`src/rtl/pack_unbuild_pkg.sv`:
```
//------------------------------------------------------------------------------
// pack_unbuild_pkg : shared framing constants and deframer state encoding
// Rev 1.0
//------------------------------------------------------------------------------
`default_nettype none

package pack_unbuild_pkg;

    localparam logic [7:0] SYNC_FF       = 8'hFF;
    localparam logic [7:0] SYNC_END      = 8'h7F;
    localparam int         SYNC_FF_LEN   = 3;
    localparam int         PKT_BYTES_DEF = 16;
    localparam int         CNTW_DEF      = 16;

    typedef enum logic [1:0] {
        HUNT   = 2'd0,
        DATA   = 2'd1,
        EXPECT = 2'd2
    } state_e;

endpackage

`default_nettype wire

```
`src/rtl/pack_unbuild_hold.sv`:
```
//------------------------------------------------------------------------------
// pkt_hold : packet holding register with valid/ready, toggle strobe and
//            overflow detection for packets arriving while still occupied
// Rev 1.0
//------------------------------------------------------------------------------
`default_nettype none

module pkt_hold #(
    parameter int PW = 128
) (
    input  logic          clk,
    input  logic          rst,
    input  logic          load_i,
    input  logic [PW-1:0] data_i,
    input  logic          ready_i,
    output logic [PW-1:0] data_o,
    output logic          valid_o,
    output logic          avail_o,
    output logic          accept_o,
    output logic          drop_o,
    output logic          overf_o
);

    logic [PW-1:0] data_q;
    logic          valid_q;
    logic          avail_q;
    logic          overf_q;
    logic          w_accept;

    // A slot being drained on this same edge can take the new packet.
    assign w_accept = load_i && (!valid_q || ready_i);
    assign accept_o = w_accept;
    assign drop_o   = load_i && !w_accept;

    always_ff @(posedge clk) begin
        if (rst) begin
            data_q  <= '0;
            valid_q <= 1'b0;
            avail_q <= 1'b0;
            overf_q <= 1'b0;
        end else begin
            overf_q <= load_i && !w_accept;
            if (w_accept) begin
                data_q  <= data_i;
                valid_q <= 1'b1;
                avail_q <= ~avail_q;
            end else if (valid_q && ready_i) begin
                valid_q <= 1'b0;
            end
        end
    end

    assign data_o  = data_q;
    assign valid_o = valid_q;
    assign avail_o = avail_q;
    assign overf_o = overf_q;

endmodule

`default_nettype wire

```
`src/rtl/pack_unbuild.sv`:
```
//------------------------------------------------------------------------------
// pack_unbuild : framed byte stream deframer (FF FF FF 7F + payload, LSB first)
//                with lock tracking, packet hand-off and saturating statistics
// Rev 1.0
//------------------------------------------------------------------------------
`default_nettype none

module pack_unbuild
    import pack_unbuild_pkg::*;
#(
    parameter int CNTW      = CNTW_DEF,
    parameter int PKT_BYTES = PKT_BYTES_DEF
) (
    input  logic                   clk,
    input  logic                   rst,
    input  logic [7:0]             DataVal,
    input  logic                   DataReady,
    output logic                   DataNext,
    output logic [8*PKT_BYTES-1:0] Packet,
    output logic                   PkValid,
    input  logic                   PkReady,
    output logic                   PkAvail,
    output logic                   inSync,
    output logic                   SyncErr,
    output logic                   DataOverf,
    output logic [CNTW-1:0]        FrameCount,
    output logic [CNTW-1:0]        ErrCount
);

    localparam int PW  = 8 * PKT_BYTES;
    localparam int BCW = (PKT_BYTES > 1) ? $clog2(PKT_BYTES) : 1;

    state_e          state_q;
    logic [1:0]      ff_cnt_q;
    logic [BCW-1:0]  byte_cnt_q;
    logic [1:0]      idx_q;
    logic [PW-9:0]   sh_q;
    logic            in_sync_q;
    logic            sync_err_q;
    logic            data_next_q;
    logic [CNTW-1:0] frame_cnt_q;
    logic [CNTW-1:0] err_cnt_q;

    logic            w_done;
    logic            w_mismatch;
    logic            w_accept;
    logic            w_drop;
    logic [7:0]      w_exp_byte;
    logic [PW-1:0]   w_pkt;
    logic [CNTW:0]   w_err_sum;

    assign w_done     = DataReady && (state_q == DATA) &&
                        (byte_cnt_q == BCW'(PKT_BYTES - 1));
    assign w_exp_byte = (idx_q == 2'(SYNC_FF_LEN)) ? SYNC_END : SYNC_FF;
    assign w_mismatch = DataReady && (state_q == EXPECT) && (DataVal != w_exp_byte);
    assign w_pkt      = {DataVal, sh_q};

    // The extra top bit only sets when the sum passes all-ones, i.e. saturation.
    assign w_err_sum  = {1'b0, err_cnt_q} + (CNTW+1)'(w_mismatch) + (CNTW+1)'(w_drop);

    pkt_hold #(
        .PW (PW)
    ) u_hold (
        .clk      (clk),
        .rst      (rst),
        .load_i   (w_done),
        .data_i   (w_pkt),
        .ready_i  (PkReady),
        .data_o   (Packet),
        .valid_o  (PkValid),
        .avail_o  (PkAvail),
        .accept_o (w_accept),
        .drop_o   (w_drop),
        .overf_o  (DataOverf)
    );

    always_ff @(posedge clk) begin
        if (rst) begin
            state_q     <= HUNT;
            ff_cnt_q    <= 2'd0;
            byte_cnt_q  <= '0;
            idx_q       <= 2'd0;
            sh_q        <= '0;
            in_sync_q   <= 1'b0;
            sync_err_q  <= 1'b0;
            data_next_q <= 1'b0;
            frame_cnt_q <= '0;
            err_cnt_q   <= '0;
        end else begin
            data_next_q <= 1'b1;
            sync_err_q  <= w_mismatch;

            if (w_accept) begin
                in_sync_q <= 1'b1;
            end else if (w_mismatch) begin
                in_sync_q <= 1'b0;
            end

            if (w_accept && (frame_cnt_q != '1)) begin
                frame_cnt_q <= frame_cnt_q + 1'b1;
            end
            err_cnt_q <= w_err_sum[CNTW] ? '1 : w_err_sum[CNTW-1:0];

            if (DataReady) begin
                case (state_q)
                    HUNT: begin
                        if (DataVal == SYNC_FF) begin
                            if (ff_cnt_q != 2'(SYNC_FF_LEN)) begin
                                ff_cnt_q <= ff_cnt_q + 2'd1;
                            end
                        end else if ((DataVal == SYNC_END) &&
                                     (ff_cnt_q == 2'(SYNC_FF_LEN))) begin
                            state_q    <= DATA;
                            byte_cnt_q <= '0;
                            ff_cnt_q   <= 2'd0;
                        end else begin
                            ff_cnt_q <= 2'd0;
                        end
                    end
                    DATA: begin
                        sh_q <= {DataVal, sh_q[PW-9:8]};
                        if (w_done) begin
                            state_q <= EXPECT;
                            idx_q   <= 2'd0;
                        end else begin
                            byte_cnt_q <= byte_cnt_q + 1'b1;
                        end
                    end
                    EXPECT: begin
                        if (w_mismatch) begin
                            // An FF where 7F was due is a 4th FF: keep a full run.
                            state_q <= HUNT;
                            if (DataVal == SYNC_FF) begin
                                ff_cnt_q <= (idx_q == 2'(SYNC_FF_LEN)) ? 2'(SYNC_FF_LEN) : 2'd1;
                            end else begin
                                ff_cnt_q <= 2'd0;
                            end
                        end else if (idx_q == 2'(SYNC_FF_LEN)) begin
                            state_q    <= DATA;
                            byte_cnt_q <= '0;
                        end else begin
                            idx_q <= idx_q + 2'd1;
                        end
                    end
                    default: begin
                        state_q <= HUNT;
                    end
                endcase
            end
        end
    end

    assign DataNext   = data_next_q;
    assign inSync     = in_sync_q;
    assign SyncErr    = sync_err_q;
    assign FrameCount = frame_cnt_q;
    assign ErrCount   = err_cnt_q;

endmodule

`default_nettype wire

```
`config.mk`:
```
export PLATFORM = sky130hd
export DESIGN_NAME = pack_unbuild
export DESIGN_NICKNAME = d
export VERILOG_FILES = /design/src/rtl/pack_unbuild_pkg.sv /design/src/rtl/pack_unbuild_hold.sv /design/src/rtl/pack_unbuild.sv
export SDC_FILE = /design/constraint.sdc
export NUM_CORES = 1
export LEC_CHECK = 0
export CAP_MARGIN = 20
export CORE_UTILIZATION = 53
export DETAILED_ROUTE_END_ITERATION = 16
export GPL_ROUTABILITY_DRIVEN = 0
export GPL_TIMING_DRIVEN = 0
export PLACE_DENSITY_LB_ADDON = 0.12
export SETUP_SLACK_MARGIN = 0.02
export SYNTH_ARGS = -nofsm -noshare
export SYNTH_HDL_FRONTEND = slang
export SYNTH_SLANG_ARGS = --single-unit
```
`constraint.sdc`:
```
create_clock -name clk -period 3.5 [get_ports clk]
set_input_delay 0.7 -clock clk [delete_from_list [all_inputs] [get_ports clk]]
set_output_delay 0.7 -clock clk [all_outputs]
set_load 0.02 [all_outputs]
```
==> Word level (Yosys, flattened, before mapping) <==
Cells that the tools add are included.
{ "word_totals": {"regBits": 296, "in_bits": 12, "out_inout_bits": 166, "elab_cells": 93} }
{ "op_classes": {"n_addsub": 6, "eq_ne": 20, "mux": 29, "bitwise_logic": 1, "reduce_logical": 23} }
{ "op_table": {"columns": ["cell", "count"], "rows": [
  ["2-bit 2-to-1 mux", 13],
  ["4-bit 2-to-1 mux", 5],
  ["16-bit by 1-bit adder with 17-bit output", 1],
  ["17-bit by 1-bit adder with 17-bit output", 1],
  ["16-bit by 1-bit adder with 16-bit output (second input constant)", 1],
  ["16-bit 2-to-1 mux", 1],
  ["16-bit inequality test (second input constant)", 1],
  ["2-bit inequality test (second input constant)", 7],
  ["4-bit one-hot mux with 3 select lines", 1],
  ["5-bit AND reduction", 2],
  ["1-bit logical AND", 9],
  ["8-bit by 7-bit == test with 1-bit output (second input constant)", 1],
  ["8-bit == test (second input constant)", 1],
  ["8-bit 2-to-1 mux", 1],
  ["8-bit inequality test", 1],
  ["2-bit one-hot mux with 2 select lines", 2],
  ["2-bit nonzero test", 4],
  ["7-bit AND reduction", 1],
  ["2-bit == test (second input constant)", 3],
  ["2-bit one-hot mux with 3 select lines", 1],
  ["1-bit 2-to-1 mux", 5],
  ["2-bit by 1-bit adder with 2-bit output (second input constant)", 2],
  ["4-bit by 1-bit adder with 4-bit output (second input constant)", 1],
  ["4-bit == test (second input constant)", 1],
  ["11 further kinds", 13]
]} }

==> Longest topological paths before layout <==
{ "logic_depth": {"depth_word": 8, "ltp_mapped": 12} }

==> Hierarchy <==
A second synthesis with hierarchy kept.
{ "unflattened": {"cells_unflattened": 1348, "area_unflattened_um2": 12206.7} }
{ "by_module_without_submodules": {"columns": ["module", "n_inst", "cells_per_inst", "area_each_um2", "seq_area_each_um2"], "rows": [
  ["pack_unbuild", 1, 780, 6322.3, 3303.2],
  ["pkt_hold", 1, 568, 5884.4, 2622.5]
]} }

==> Least setup slack after synthesis <==
OpenSTA, ideal clock, no wires.
{ "synth_timing": {"path_kind": "in2reg", "start": "input port DataVal[7]", "end": "register err_cnt_q[10] (netlist: ErrCount[10])", "setup_time_ns": 0.070, "arrival_ns": 3.009, "path_slack_ns": 0.421, "cell_stages": 11, "n_path_buf": 2, "cell_sequence": "clkbuf_1 > xnor2_1 > o311ai_2 > fa_1 > inv_1 > ha_1 > and4_1 > nand2b_1 > or3_1 > clkbuf_1 > a21oi_1"} }
{ "synth_via": {"elab_chain_cells": 5} }
{ "synth_lines": {"columns": ["item", "line", "rtl"], "rows": [
  ["start, declared", "pack_unbuild.sv:16", "input logic [7:0] DataVal,"],
  ["8-bit inequality test", "pack_unbuild.sv:55", "assign w_mismatch = DataReady && (state_q == EXPECT) && (DataVal != w_exp_byte);"],
  ["1-bit logical AND", "pack_unbuild.sv:55", null],
  ["16-bit by 1-bit adder with 17-bit output", "pack_unbuild.sv:59", "assign w_err_sum = {1'b0, err_cnt_q} + (CNTW+1)'(w_mismatch) + (CNTW+1)'(w_drop);"],
  ["17-bit by 1-bit adder with 17-bit output", "pack_unbuild.sv:59", null],
  ["16-bit 2-to-1 mux", "pack_unbuild.sv:102", "err_cnt_q <= w_err_sum[CNTW] ? '1 : w_err_sum[CNTW-1:0];"],
  ["end signal, assigned", "pack_unbuild.sv:102", null],
  ["end, declared", "pack_unbuild.sv:42", "logic [CNTW-1:0] err_cnt_q;"]
]} }
No other way between the ends.
A chain may end at the register's enable or synchronous reset.

==> Worst setup path after layout <==
{ "layout_timing": {"start": "register byte_cnt_q[0]", "end": "register err_cnt_q[3] (netlist: ErrCount[3])"} }
{ "layout_via": {"elab_chain_cells": 7} }
{ "layout_lines": {"columns": ["item", "line", "rtl"], "rows": [
  ["start, declared", "pack_unbuild.sv:35", "logic [BCW-1:0] byte_cnt_q;"],
  ["start signal, assigned", "pack_unbuild.sv:126", "byte_cnt_q <= byte_cnt_q + 1'b1;"],
  ["4-bit == test *", "pack_unbuild.sv:53", "(byte_cnt_q == BCW'(PKT_BYTES - 1));"],
  ["1-bit logical AND *", "pack_unbuild.sv:52", "assign w_done = DataReady && (state_q == DATA) &&"],
  ["1-bit logical AND", "pack_unbuild_hold.sv:31", "assign w_accept = load_i && (!valid_q || ready_i);"],
  ["1-bit logical NOT", "pack_unbuild_hold.sv:33", "assign drop_o = load_i && !w_accept;"],
  ["1-bit logical AND *", "pack_unbuild_hold.sv:33", null],
  ["17-bit by 1-bit adder with 17-bit output *", "pack_unbuild.sv:59", null],
  ["16-bit 2-to-1 mux *", "pack_unbuild.sv:102", null]
]} }
Every way passes the cells marked *; elsewhere a longest branch is shown, timed or not.

==> results.ini <==
[worst_setup_path]
crit_end = ErrCount[3]
r2r_cells = 12
crit_start = byte_cnt_q[0]
regToRegSetupSlack_ps = 310
crit_type = reg -> reg
required_ps = 3970
crit_top_cell = ha_1
start_kind = flop
critical_path.cell_chain = ha_1 > nand4b_1 > nor2_2 > nand2_1 > fa_1 > inv_1 > ha_1 > and4_1 > nand2b_1 > or3_4 > clkbuf_2 > a21oi_1
cp.arrival_ps = 3660
path_max_fanout = 10
r2r_start = byte_cnt_q[0]
slowest_delay_ps = 470
worst_path_max_delay_cell = or3_4
crit-reg2reg-capture = ErrCount[3]
worstSetupEndpointType = flop

[timing]
rsz0062_at_grt = false
drv_slew = 0
fmax_ghz = 0.314
min_period_ps = 3190
hold_violations = 0
holdWs_ps = 452
relSlewSlack_pct = 33.5
worst-slew-pin-transition_ps = 992
finalSetupViolCount = 0
fin_crit_sh_pct = 91.0
fin_skew_ps = 15.2

[grt]
grt_max_degree = 15
gr-usage-met2_pct = 43.3
grt_pass1_vias = 8710
grt_use_total_pct = 25.6
overflow = 0
use_met3_pct = 4.04
grt_util_met1_pct = 33.6
antenna_found_initial = 0
top_usage_layer = met2
grt_pass1_wl_um = 42700

[clocking]
root_buffer = clkbuf_16
cts.sinks = 296
ctsHoldBuffers = 0
clockBufferDepth = 3
cts_buffers = 30
cts.clk_slew.worst_paths_ps = 60
htree_levels = 1
insertion_delay_ps = 550
tritoncts = done

[logic_synthesis]
synthCells = 1353
async_reset_ff_share_pct = 0
synth-edff-count = 0
ys_ff_latch = 296
ys_seq_area_share_pct = 55.0
synth_ff_type = dfxtp_1
avgSynthCellArea_um2 = 7.96
synth_warnings = 0
synth_nets = 1371
synth_area_mm2 = 0.0108
synthDistinctLibCells = 50

[floorplan]
dieHeight_um = 145
io_pins = 178
die_w_um = 145
initial_utilization_pct = 54.6
die-area_mm2 = 0.0209
core_mm2 = 0.0197
rows = 51

[place]
portBuffers = 175
hpwl_um = 18700

[route]
drc_errors = 0
first_pass_iters = 5
ant_nets = 0
viasPerCell = 5.26
vias = 9719
routed_wirelength_um = 26900
avgRoutedWirePerCell_um = 14.6
drtIter0Drc = 468

[layout]
regArea_mm2 = 0.00593
mostFrequentLayoutCell = nand2_1
multi_input_area_mm2 = 0.00446
fill_cells = 1640
utilization_pct = 70.5
drive_gt1_share_pct = 4.61
nets = 1578
layout_common_cells = nand2_1, dfxtp_1, a21oi_1
areaGrowthSynthToFinish_pct = 29.0

[power_and_ir_drop]
powerDensity_mw_per_mm2 = 484
peakVddDrop_uv = 358
p_leak_nw = 4.50

[flow_run]
maxCapViolations = 0

[run_status]
status = complete, no violations

[hold_path]
hp-class = reg -> reg

[state kept, by name, summed over array words and instances (netlist names)]
| register | flops |
|---|---|
| inSync | 1 |
| u_hold.overf_o | 1 |
| state_q | 2 |
| sh_q | 120 |
| idx_q | 2 |
| ErrCount | 16 |
| u_hold.valid_o | 1 |
| u_hold.avail_o | 1 |
| byte_cnt_q | 4 |
| u_hold.data_o | 128 |
| ff_cnt_q | 2 |
| SyncErr | 1 |
| DataNext | 1 |
| FrameCount | 16 |
[through the flow]
stage / cells / TNS [ps] / instance area [µm²] / power, mW / setup slack, ps
floorplan: 1353 / 0 / 10800 / 3.50 / 421
global placement: 1793 / -31170 / 12900 / 3.54 / -518
detailed placement: 1793 / -7080 / 12900 / 3.54 / -577
CTS: 1847 / 0 / 13900 / 6.75 / 66.0
global route: 1847 / 0 / 13900 / 6.92 / 60.0
finish: 1848 / 0 / 13900 / 6.72 / 315
[Yosys cell counts, types with 6 or more instances]
cell,n,area [µm²]
nand2_1,518,1940
dfxtp_1,296,5930
a21oi_1,271,1360
clkbuf_1,84,315
nor2_1,32,120
xnor2_1,12,105
nand3_1,11,55.1
inv_1,10,37.5
xor2_1,9,78.8
nand2b_1,8,50.1
nand4_1,7,43.8
o21ai_0,7,35.0
buf_2,6,30.0
[critical path: cells and delay by family (launching register included)]
| family | cells | cell delay (ps) |
|---|---|---|
| AOI/OAI and AO/OA | 1 | 150 |
| and+or+nand+nor | 6 | 1460 |
| adders and majority gates | 3 | 840 |
| DFF | 1 | 380 |
| buffers and inverters | 2 | 280 |
[cell families (layout without fill, tap and decap cells)]
logic type,after synthesis,after routing,share of synthesized area [%]
and+or+nand+nor,622,622,23.7
other,0,1,0
DFF,296,296,55.0
buffers and inverters,103,332,3.73
adders and majority gates,6,6,0.766
AOI/OAI and AO/OA,300,300,14.6
muxes,5,5,0.488
xor gates and xnor gates,21,21,1.71
[where the power goes]
group          switching (mW)  total (mW)  internal (mW)  leakage (nW)
clock network            1.30        3.26           1.96         0.503
logic                  0.0739      0.0954         0.0215          1.61
registers            0.000130        3.37           3.37          2.38
total                    1.37        6.72           5.35          4.50
[how the worst min path moves through the flow]
stage / cells past startpoint / startpoint / slack, ps / to
2_1_floorplan: 2 / sh_q[0] / 430 / u_hold.data_o[0]
3_3_place_gp: 2 / sh_q[4] / 440 / u_hold.data_o[4]
3_5_place_dp: 2 / sh_q[0] / 440 / u_hold.data_o[0]
4_1_cts: 2 / sh_q[2] / 450 / u_hold.data_o[2]
5_1_grt: 2 / sh_q[2] / 460 / u_hold.data_o[2]
6_report: 2 / u_hold.data_o[70] / 450 / u_hold.data_o[70]
[what timing repair did]
item                                    4_1_cts  5_1_grt
pin swaps                                     0        1
resized for setup                             1        6
endpoints found under the setup margin       10       10
setup buffers                                 0        1
cloned                                        0        0
[per-layer routing]
layer	share of wire [%]	vias to the layer above
li1	-	4862
met4	2.1	0
met2	48	212
met3	5.0	45
met5	0	-
met1	45	4600
[cell type report]
cell class              instances  area share (%)
flip-flops and latches        296            42.6
multi-input cells             954            32.1
repair buffers                176            12.7
clock buffers                  44            6.37
plain buffers                  92            2.61
well taps                     265            2.39
clock inverters                10           0.928
inverters                      10           0.270
diodes                          1          0.0180
No activity file was read; power rests on OpenSTA's default activity.
